$ cat src/rtl/inst_queue_if.sv
// Fetch-side and decode-side signals of the instruction queue.
//   slave  : the queue itself (accepts IF pushes, presents head to ID)
//   master : the environment driving IF_* / ID_enable and observing status
interface inst_queue_if #(
  parameter int unsigned INST_WIDTH     = 32,
  parameter int unsigned ADDR_BUS_WIDTH = 32
);
  logic                      IF_valid;
  logic [INST_WIDTH-1:0]     IF_inst;
  logic [ADDR_BUS_WIDTH-1:0] IF_pc;
  logic                      IF_queue_is_full;
  logic                      ID_enable;
  logic                      ID_queue_is_empty;
  logic [INST_WIDTH-1:0]     ID_inst;
  logic [ADDR_BUS_WIDTH-1:0] ID_pc;

  modport slave (
    input  IF_valid, IF_inst, IF_pc, ID_enable,
    output IF_queue_is_full, ID_queue_is_empty, ID_inst, ID_pc
  );

  modport master (
    output IF_valid, IF_inst, IF_pc, ID_enable,
    input  IF_queue_is_full, ID_queue_is_empty, ID_inst, ID_pc
  );
endinterface

$ cat src/rtl/inst_queue.sv
// Instruction FIFO between fetch (IF) and decode (ID).
// Buffers {inst, pc} in program order, presents the head first-word-fall-through,
// and is flushed by ROB_clear on a branch mispredict.
// Ports:
//   clk        system clock
//   rst        asynchronous reset, active-low
//   rdy        global ready; low freezes all state
//   ROB_clear  flush request; empties the queue (same-cycle push/pop discarded)
//   q          inst_queue_if.slave: IF push side and ID head/pop side
module inst_queue #(
  parameter int unsigned DEPTH          = 16,
  parameter int unsigned ADDR_WIDTH     = 4,
  parameter int unsigned INST_WIDTH     = 32,
  parameter int unsigned ADDR_BUS_WIDTH = 32
) (
  input  logic         clk,
  input  logic         rst,
  input  logic         rdy,
  input  logic         ROB_clear,
  inst_queue_if.slave  q
);

  localparam int unsigned CNT_W = ADDR_WIDTH + 1;

  typedef struct packed {
    logic [INST_WIDTH-1:0]     inst;
    logic [ADDR_BUS_WIDTH-1:0] pc;
  } entry_t;

  entry_t                mem [DEPTH];
  logic [ADDR_WIDTH-1:0] head;
  logic [ADDR_WIDTH-1:0] tail;
  logic [CNT_W-1:0]      count;

  logic push_c;
  logic pop_c;
  logic full_c;
  logic empty_c;

  // Full/empty come from the registered count only, so ID_enable never
  // reaches the IF side combinationally.
  assign full_c  = (count == CNT_W'(DEPTH));
  assign empty_c = (count == CNT_W'(0));
  assign push_c  = q.IF_valid  & ~full_c;
  assign pop_c   = q.ID_enable & ~empty_c;

  // Storage: written only on an accepted push; zeroed on reset.
  always_ff @(posedge clk or negedge rst) begin
    if (!rst) begin
      for (int i = 0; i < int'(DEPTH); i++) begin
        mem[i] <= '0;
      end
    end else if (rdy && !ROB_clear && push_c) begin
      mem[tail] <= '{inst: q.IF_inst, pc: q.IF_pc};
    end
  end

  // Pointers and occupancy; pointers wrap naturally at ADDR_WIDTH bits.
  always_ff @(posedge clk or negedge rst) begin
    if (!rst) begin
      head  <= '0;
      tail  <= '0;
      count <= '0;
    end else if (rdy) begin
      if (ROB_clear) begin
        head  <= '0;
        tail  <= '0;
        count <= '0;
      end else begin
        if (push_c) tail <= tail + ADDR_WIDTH'(1);
        if (pop_c)  head <= head + ADDR_WIDTH'(1);
        case ({push_c, pop_c})
          2'b10:   count <= count + CNT_W'(1);
          2'b01:   count <= count - CNT_W'(1);
          default: count <= count;
        endcase
      end
    end
  end

  assign q.IF_queue_is_full  = full_c;
  assign q.ID_queue_is_empty = empty_c;
  assign q.ID_inst           = mem[head].inst;
  assign q.ID_pc             = mem[head].pc;

endmodule

$ cat src/flat_wrapper.sv
// flat-port wrapper written by rule: the top's interface ports become plain ports
module inst_queue_flat 
#(
  parameter int unsigned DEPTH          = 16,
  parameter int unsigned ADDR_WIDTH     = 4,
  parameter int unsigned INST_WIDTH     = 32,
  parameter int unsigned ADDR_BUS_WIDTH = 32
)
  (clk, rst, rdy, ROB_clear, q_IF_valid, q_IF_inst, q_IF_pc, q_ID_enable, q_IF_queue_is_full, q_ID_queue_is_empty, q_ID_inst, q_ID_pc);
  inst_queue_if #(.INST_WIDTH(INST_WIDTH), .ADDR_BUS_WIDTH(ADDR_BUS_WIDTH)) q_i ();
  input  logic clk;
  input  logic rst;
  input  logic rdy;
  input  logic ROB_clear;
  input wire logic [$bits(q_i.IF_valid)-1:0] q_IF_valid;
  input wire logic [$bits(q_i.IF_inst)-1:0] q_IF_inst;
  input wire logic [$bits(q_i.IF_pc)-1:0] q_IF_pc;
  input wire logic [$bits(q_i.ID_enable)-1:0] q_ID_enable;
  output wire logic [$bits(q_i.IF_queue_is_full)-1:0] q_IF_queue_is_full;
  output wire logic [$bits(q_i.ID_queue_is_empty)-1:0] q_ID_queue_is_empty;
  output wire logic [$bits(q_i.ID_inst)-1:0] q_ID_inst;
  output wire logic [$bits(q_i.ID_pc)-1:0] q_ID_pc;
  assign q_i.IF_valid = q_IF_valid;
  assign q_i.IF_inst = q_IF_inst;
  assign q_i.IF_pc = q_IF_pc;
  assign q_i.ID_enable = q_ID_enable;
  assign q_IF_queue_is_full = q_i.IF_queue_is_full;
  assign q_ID_queue_is_empty = q_i.ID_queue_is_empty;
  assign q_ID_inst = q_i.ID_inst;
  assign q_ID_pc = q_i.ID_pc;
  inst_queue #(.DEPTH(DEPTH), .ADDR_WIDTH(ADDR_WIDTH), .INST_WIDTH(INST_WIDTH), .ADDR_BUS_WIDTH(ADDR_BUS_WIDTH)) u_core (.clk(clk), .rst(rst), .rdy(rdy), .ROB_clear(ROB_clear), .q(q_i));
endmodule
$ cat config.mk
export PLATFORM = sky130hd
export DESIGN_NAME = inst_queue_flat
export DESIGN_NICKNAME = d
export VERILOG_FILES = /design/src/rtl/inst_queue_if.sv /design/src/rtl/inst_queue.sv /design/src/flat_wrapper.sv
export SDC_FILE = /design/constraint.sdc
export NUM_CORES = 1
export LEC_CHECK = 0
export CAP_MARGIN = 20
export CORE_UTILIZATION = 45
export CTS_BUF_LIST = sky130_fd_sc_hd__clkbuf_16
export DETAILED_ROUTE_END_ITERATION = 6
export HOLD_SLACK_MARGIN = 0.15
export PLACE_DENSITY = 0.62
export REMOVE_ABC_BUFFERS = 1
export SLEW_MARGIN = 30
export SYNTH_ARGS = -nofsm -noshare
export SYNTH_HDL_FRONTEND = slang
export SYNTH_SLANG_ARGS = --single-unit
$ cat constraint.sdc
create_clock -name clk -period 3.2 [get_ports clk]
set_clock_uncertainty 0.15 [all_clocks]
set_input_delay 0.8 -clock clk [delete_from_list [all_inputs] [get_ports clk]]
set_output_delay 0.8 -clock clk [all_outputs]
set_load 0.01 [all_outputs]
# ---- Word-level counts from Yosys, hierarchy flattened
# Index checks and enable logic that the tools add are counted.
dict set report totals {
  output_inout_bits 66
  word_cells 74
  regBits 1037
  in_bits 70
}
dict set report op_classes {
  n_eq_ne 3
  n_addsub 4
  order_cmp 3
  bitwise 6
  n_reduce_logical 11
  muxes 12
}
# operator count
set ops {}
lappend ops {{1024-bit bitwise mux} 1}
lappend ops {{64-bit binary-select mux with 4-bit select} 1}
lappend ops {{64-bit demux with 4-bit select} 1}
lappend ops {{64-bit 2-to-1 mux} 3}
lappend ops {{4-bit 2-to-1 mux} 4}
lappend ops {{5-bit >= comparator, second input constant} 2}
lappend ops {{4-bit inverter with 5-bit output} 2}
lappend ops {{5-bit case mux with 2 select lines} 1}
lappend ops {{4-bit by 1-bit adder with 4-bit output, second input constant} 2}
lappend ops {{2-bit AND reduction} 3}
lappend ops {{5-bit by 1-bit adder with 5-bit output, second input constant} 1}
lappend ops {{5-bit equality test, second input constant} 1}
lappend ops {{5-bit zero test} 1}
lappend ops {{5-bit by 1-bit less-than comparator with 1-bit output, second input constant} 1}
lappend ops {{5-bit 2-to-1 mux} 1}
lappend ops {{5-bit by 1-bit subtractor with 5-bit output, second input constant} 1}
lappend ops {{2-bit nonzero test} 2}
lappend ops {{1-bit logical AND} 3}
lappend ops {{3-bit nonzero test} 1}
lappend ops {{1-bit AND} 2}
lappend ops {{2-bit by 1-bit equality test with 1-bit output, second input constant} 1}
lappend ops {{2-bit equality test, second input constant} 1}
lappend ops {{1-bit inverter} 2}
lappend ops {{1-bit zero test} 1}

# ---- Depth between registers and ports, before layout
# Gate-level depths: netlist (run 1).
dict set report depth {
  depth_word 6
  mapped_depth 10
  mapped_depth_nobuf 9
}

# ---- Least setup slack after synthesis (run 1)
# Ideal clock, no wire load.
dict set report synth_timing {
  kind {register -> output}
  start {register u_core.head[0]}
  end {output q_ID_inst[0]}
  setup_slack_ps 276
  n_path_buf 2
  path_stages_with_launch 6
  arrival_ps 1974
  required_time_ps 2250
  path_cell_list {dfrtp_1 -> clkbuf_1 -> buf_1 -> mux4_2 -> a22oi_1 -> nand2_1}
}
dict set report synth_via {
  elab_chain_cells 4
}
# item line_no
set synth_rtl {}
lappend synth_rtl {{from (decl)} inst_queue.sv:31} ;# logic [ADDR_WIDTH-1:0] head;
lappend synth_rtl {{from (signal assigned)} inst_queue.sv:71} ;# if (pop_c) head <= head + ADDR_WIDTH'(1);
lappend synth_rtl {{4-bit inverter with 5-bit output (not written as such)} inst_queue.sv:83} ;# assign q.ID_inst = mem[head].inst;
lappend synth_rtl {{64-bit binary-select mux with 4-bit select} inst_queue.sv:83}
lappend synth_rtl {{64-bit 2-to-1 mux (not written as such) (2 in series)} inst_queue.sv:83}
lappend synth_rtl {{to (decl)} flat_wrapper.sv:21} ;# output wire logic [$bits(q_i.ID_inst)-1:0] q_ID_inst;
# Every way passes these cells. The select of a mux whose other input is x is not followed.

# ---- Final worst setup path (run 1)
dict set report layout_timing {
  start {register u_core.head[0]}
  end {output q_ID_inst[26]}
}
# The elaborated chain is that of the path after synthesis.

==> impl_results.md, run 1 <==
* Num CTS Buffers at 109
* Worst EP arrival at 2840 ps
* Placed Area at 0.0515 mm2
* EDFF count, synth at 0
* Row Count at 118
* Max_slew headroom at 56.3%
* Violated checks: negative setup slack
* DR vias at 28,800
* Leakage at 26.8 nW
* Layout cells sized above 1 at 53.4%
* Pre-CTS setup slack at -145 ps
* First-pass GRT wire length at 198 mm
* Critical Path RT at 2250 ps
* Ports at 136
* Via-to-Cell Ratio at 5.91
* Final setup margin at -586 ps
* Top fanout value on the critical path at 6
* Routed wire length at 128 mm
* Top FF cell, synth: dfrtp_1
* TritonRoute pass-1 iters at 5
* Number of global-route vias before repair at 31,500
* RSZ-0062 raised after global routing: yes
* Violation count after the first detailed-route iteration at 1,735
* Slew Viols, Final at 0
* CTS tree: yes
* Min Clock Period, post-route at 3790 ps
* Bufs on Longest Clock Path at 3
* Full die area at 0.106 mm2
* Non-filler cells, final at 4,874
* WL met1 at 57.5 mm
* MaxCap Viol Count at 0
* Worst path bufs/invs at 6
* Design Area, Final at 0.0579 mm2
* DRC errors left at 0
* Worst min-delay path class: reg2reg
* FF+latch area at 0.0260 mm2
* Largest net degree at the start of global routing at 111
* Worst skew pair latency at 680 ps
* Clk sink count at 1,037
* Yosys warns at 0
* Met2 wire len at 63.7 mm
* Outcome: finished with violations
* Seq/Total Area, Yosys at 54.9%
* Initial antenna violation count at 8
* Asr flop ratio synth at 100%
* Final period utilization at 118%
* Worst-path cell chain: buf_12, buf_12, buf_16, buf_8, buf_6, mux2i_4, a221oi_2, o21ai_1, nand2_1, buf_2
* Critical Path Start Type: flip-flop
* Actual slew at the worst max-slew pin at 655 ps
* Fmax at 264 MHz
* Area grow syn2layout at 22.6%
* Filler instances at 8,039
* Setup crit end kind: output port
* CP max stage delay at 580 ps
* Htree depth at 3
* Pwr/cell area at 844 mW/mm2
* Fin. Hold Viols at 0
* Grt total ovfl at 0
* Footprint of the multi-input gates at 0.0212 mm2
* Die width at 326 um
* Placed insts at 4,565
* Highest Signal Layer: met5
* Library cells used by synthesis at 45
* Detail Route Antenna Nets at 0
* Number of nets in the layout at 3,482
* CP dominant cell by count: buf_12
* Setup violators final at 64
* Die Y at 326 um
* Mean Syn Cell Area at 15.0 um2
* WS Path Type: reg2out
* Initial core utilization at 45.5%
* Worst vdd ir at 0.541 mV
* Post-DP HPWL at 71.9 mm
* I/O Buffers at 135
* Met3 WL at 4.66 mm
* Total GRT Usage at 24.3%
* Mapped cell area at 0.0472 mm2
* #FFs+latches synth at 1,037
* Post-Synthesis Cells at 3,158
* Largest delay contributor family on the critical path: buffers and inverters
* Core region area at 0.104 mm2
* Root Buffer: clkbuf_16
* Drt wl/cell at 26.3 um
* Critical path's slowest cell: dfrtp_4
* Clock transition at the registers of the reported paths at 70 ps
* GP Congestion at 0.781
-- kinds of logic (layout without fill, tap and decap cells) --
family	after synthesis	in the layout	synth area share (%)
and+or+nand+nor	118	118	1.17
DFF	1037	1037	54.9
AOI/OAI and AO/OA	283	283	4.60
xor gates and xnor gates	1	1	0.0185
buffers and inverters	291	626	2.82
adders and majority gates	9	9	0.254
muxes	1419	1419	36.2
other	0	1	0
-- state kept, by name (all words and copies together), names as in the netlist --
name / cells
u_core.tail: 4
u_core.mem: 1024
u_core.count: 5
u_core.head: 4
-- synth_stat cells, types with 2 or more instances --
cell,instances,area share [%]
o2bb2ai_1,5,0.093
nand4b_1,2,0.037
dfrtp_1,1037,55
o21ai_0,65,0.69
nand4_1,5,0.066
a221oi_1,128,2.4
nor3_2,4,0.085
a21oi_1,2,0.021
buf_1,12,0.095
nand3_1,2,0.021
o22ai_1,2,0.026
o211ai_1,3,0.048
buf_4,14,0.22
mux2i_1,264,5.6
inv_1,11,0.087
a211oi_1,2,0.032
a22oi_1,64,1.0
buf_6,6,0.14
nand2_1,69,0.55
nor2_1,14,0.11
o311ai_0,2,0.037
o2111ai_2,3,0.095
and2_1,3,0.040
nor2_2,8,0.11
ha_1,8,0.21
mux4_2,128,6.1
buf_2,114,1.2
nand2b_1,4,0.053
nor2b_1,3,0.040
mux2_1,15,0.36
mux2_2,1012,24
clkbuf_1,134,1.1
-- cell usage in the layout, fill, tap and decap left out, drive strengths merged, types with 4 or more instances in the layout --
master         synthesis  layout
nand2b                 4       4
ha                     8       8
mux2                1027    1027
mux2i                264     264
bufinv                 0      16
clkdlybuf4s50          0      68
o2111ai                5       5
buf                  146     332
inv                   11      37
o21ai                 65      65
a22oi                 64      64
o2bb2ai                5       5
nand2                 69      69
a221oi               128     128
mux4                 128     128
dfrtp               1037    1037
clkbuf               134     120
clkinv                 0      47
nor3                   5       5
nor2                  22      22
nand4                  5       5
-- layout make-up --
class	count	area share (%)
multi-input cells	1830	36.6
diodes	1	0.00432
clock buffers	111	4.80
repair buffers	414	9.33
flip-flops and latches	1037	44.8
clock inverters	90	1.41
well taps	1380	2.98
inverters	11	0.0734
-- power breakdown --
group | switching (mW) | total (mW) | internal, mW
clock | 5.27 | 12.8 | 7.54
sequential | 1.72 | 17.9 | 16.2
combinational | 8.21 | 18.2 | 9.94
total | 15.2 | 48.9 | 33.7
-- worst register-to-register path, cell delays in order (launching register included) --
cell and delay, ps:
dfrtp_1 430, or4_4 550, buf_4 200, o21ai_0 200
nand2b_1 180, inv_1 90, ha_1 340, nand2b_1 80
o2bb2ai_1 140, and4_1 190, a221o_1 260
-- what timing repair did --
| item | 4_1_cts | 5_1_grt |
|---|---|---|
| setup endpoints to repair | 66 | 64 |
| resized for setup | 495 | 180 |
| hold buffers | 1 | 0 |
| gates cloned | 22 | 7 |
| buffers inserted | 58 | 34 |
| endpoints found under the hold margin | 18 | 0 |
| pin swaps | 144 | 140 |
-- routing by layer --
layer | global-route usage (%) | vias to the layer above
li1 | - | 12400
met1 | 33.6 | 15700
met2 | 40.5 | 548
met3 | 3.27 | 186
met4 | 6.18 | 10
met5 | 0 | -
-- worst paths after layout --
check | from | to | slack (ps) | cells past startpoint
setup / recovery | u_core.head[0] | q_ID_inst[26] | -590 | 10
hold / removal | u_core.mem[963] | u_core.mem[963] | 340 | 1
setup reg to reg | u_core.count[0] | u_core.count[4] | 260 | 10
hold reg to reg | u_core.mem[963] | u_core.mem[963] | 340 | 1
max in group asynchronous | rst | u_core.mem[952] | 1350 | 3
min in group asynchronous | rst | u_core.mem[612] | 510 | 2
-- stage by stage --
stage                     TNS (ps)  hold slack [ps]  power, mW  utilization (%)
after floorplan           -1916890              303       26.2                -
after global routing        -34520              358       51.2             55.8
after global placement       -6360              313       32.6             49.6
after CTS                   -32020              341       48.2             55.1
final                       -28830              338       48.9             55.8
after detailed placement     -5420              323       33.1             49.6
(Power assumes the default switching activity.)
==> run 2, diff against run 1 <==
--- a/config.mk
+++ b/config.mk
@@ -7,5 +7,6 @@
 export LEC_CHECK = 0
+export ABC_AREA = 1
 export CAP_MARGIN = 20
 export CORE_UTILIZATION = 45
-export CTS_BUF_LIST = sky130_fd_sc_hd__clkbuf_16
+export CTS_BUF_LIST = sky130_fd_sc_hd__clkbuf_4 sky130_fd_sc_hd__clkbuf_8
 export DETAILED_ROUTE_END_ITERATION = 6
--- a/constraint.sdc
+++ b/constraint.sdc
@@ -4,2 +4,2 @@
 set_output_delay 0.8 -clock clk [all_outputs]
-set_load 0.01 [all_outputs]
+set_load 0.05 [all_outputs]
==> run 2 against run 1 <==
The run still ends with negative setup slack left; total power decreased by 3.0%; synthesized area increased by 1.1%; first-iteration DRC count increased by 140%; register-to-register slack improved by 550 ps; via count increased by 38%; critical path depth decreased by 2; count of clock-buffer cells in the layout increased by 170; maximum frequency increased by 1.1%; sequential cell count unchanged; largest cell class unchanged.
==> impl_results.md, run 2 <==
* Placed Area at 0.0511 mm2
* Compound-Gate Fraction of Synth Area at 19.8%
* Library cells used by synthesis at 29
* Largest register FFs at 1,024
* Actual slew at the worst max-slew pin at 661 ps
* Worst EP arrival at 2790 ps
* Slew Viols, Final at 0
* Total chip power at 47.4 mW
* Number of global-route vias before repair at 38,200
* Synth top area share at 54.3%
* Ports at 136
* R2R cell count at 13
* Top cells by area, synth: dfrtp_1 (54%), nand2_1 (13%), o21ai_1 (9.4%)
* Pwr/cell area at 834 mW/mm2
* MaxCap Viol Count at 0
* Post-synthesis mux area share at 0%
* Outcome: finished with violations
* DR vias at 39,900
* Number of nets in the layout at 5,767
* Clock transition at the registers of the reported paths at 70 ps
* Post-DP HPWL at 78.5 mm
* Clk sink count at 1,037
* Yosys warns at 0
* Worst min-delay path class: reg2reg
* Commonest non-fill, non-tap cell in the layout: nand2_1
* First-pass GRT wire length at 230 mm
* Pre-CTS setup slack at 218 ps
* Drt wl/cell at 20.2 um
* Simple-gate share of the synthesized area at 16.8%
* Mean Syn Cell Area at 8.50 um2
* Post-Synthesis Cells at 5,617
* Row Count at 119
* RSZ-0062 raised after global routing: yes
* Violation count after the first detailed-route iteration at 4,169
* Routed wire length at 146 mm
* Largest family of logic cells by synthesized area: compound AO/OA/AOI/OAI gates
* WS Path Type: reg2out
* Top fanout value on the critical path at 12
* Critical Path Start Type: flip-flop
* Worst vdd ir at 1.04 mV
* Fmax at 267 MHz
* XOR/XNOR Fraction of Synth Area at 0.0183%
* GP Congestion at 0.808
* Leakage at 24.7 nW
* I/O Buffers at 135
* Initial antenna violation count at 1
* #FFs+latches synth at 1,037
* Biggest register: u_core.mem
* Setup crit end kind: output port
* Adder-cell share of the synthesized area at 0.251%
* Bufs on Longest Clock Path at 3
* Violated checks: negative setup slack
* Max_slew headroom at 55.9%
* Num CTS Buffers at 176
* Full die area at 0.107 mm2
* Final setup margin at -543 ps
* Most frequent cells in the layout: nand2_1 (1,594), dfrtp_1 (1,033), o21ai_1 (937)
* Fin. Hold Viols at 0
* Core region area at 0.105 mm2
* Hold Path Depth at 2
* Placed insts at 6,843
* Die width at 328 um
* Hold_ws at 331 ps
* Total GRT Usage at 27.4%
* Core Util, Final at 54.0%
* Largest net degree at the start of global routing at 91
* Design Area, Final at 0.0568 mm2
* Synth area leader: dfrtp_1
* Root Buffer: clkbuf_8
* Area grow syn2layout at 19.0%
* Top-count cell post-synth: nand2_1
* Asr flop ratio synth at 100%
* Critical Path RT at 2250 ps
* Grt total ovfl at 0
* Initial core utilization at 45.4%
* Worst skew pair latency at 870 ps
* Htree depth at 4
* Top FF cell, synth: dfrtp_1
* Min Clock Period, post-route at 3740 ps
* Setup TNS at -28,500 ps
* CTS tree: yes
* Mapped cell area at 0.0478 mm2
* DRC errors left at 0
* EDFF count, synth at 0
* Detail Route Antenna Nets at 0
* Top cells by count, synth: nand2_1 (1,625), dfrtp_1 (1,037), o21ai_1 (898), inv_1 (339), o21ai_0 (337)
* Final period utilization at 117%
* Setup violators final at 64
* Non-filler cells, final at 7,215
* Largest regs: u_core.mem x1024, u_core.count x5
* Layout cells sized above 1 at 13.9%
* Die Y at 328 um
* Seq/Total Area, Yosys at 54.3%
* TritonRoute pass-1 iters at 6
* Via-to-Cell Ratio at 5.53
==> run 2: cell types whose count changed after synthesis, sizes merged, moves of 64 or more <==
cell and change:
mux4 -128, nand2 +1573, nor2 +249, a22oi -64, a221oi -128, o2111ai +122
o21ai +1230, mux2i -264, nand3 +140, inv +331, o211ai +126, mux2 -1027
a21oi +127, buf +159
==> run 2: final timing paths <==
path | endpoint | startpoint | slack, ps
setup / recovery | q_ID_inst[14] | u_core.head[0] | -540
hold / removal | u_core.mem[993] | u_core.mem[993] | 330
setup reg to reg | u_core.count[4] | u_core.count[1] | 810
hold reg to reg | u_core.mem[993] | u_core.mem[993] | 330
max in group asynchronous | u_core.mem[703] | rst | 1520
min in group asynchronous | u_core.mem[9] | rst | 360
==> run 2: worst max-delay path: stages (launching register included) <==
cell and delay [ps]:
dfrtp_4 540, buf_12 180, inv_16 140, buf_16 180, nor2_1 50, o211ai_1 230, o2111ai_2 170, nand2_2 220
buf_12 170
==> run 2: power breakdown <==
group | switching, mW | internal (mW)
clock | 5.57 | 7.17
combinational | 11.6 | 7.69
sequential | 0.826 | 14.6
==> run 2: timing repair <==
action,CTS,global route
endpoints found under the setup margin,66,66
pin swaps,50,58
gates resized for setup,190,62
hold buffers,1,0
setup buffers,18,4
cloned,31,5
endpoints found under the hold margin,28,0
==> run 2: area by class of cell <==
type	instances	area, um2
Timing Repair Buffer	376	5820
Sequential cell	1037	26000
Clock buffer	281	3500
Timing Repair inverter	2	28.8
Clock inverter	32	274
Fill cell	9603	48400
Inverter	343	1340
Multi-Input combinational cell	3752	18200
Tap cell	1391	1740
Antenna cell	1	2.50
==> run 2: logic make-up after synthesis <==
group | count (synthesis)
adders and majority gates | 9
and+or+nand+nor | 2059
buffers and inverters | 828
DFF | 1037
AOI/OAI and AO/OA | 1683
xor gates and xnor gates | 1
==> run 2: per-layer routing <==
layer,wire [um],track usage (%),up-vias
met5,0,0,-
met4,3640,8.64,0
met3,9450,3.93,238
met2,66100,42.8,1366
met1,66800,39.5,19500
li1,-,-,18800
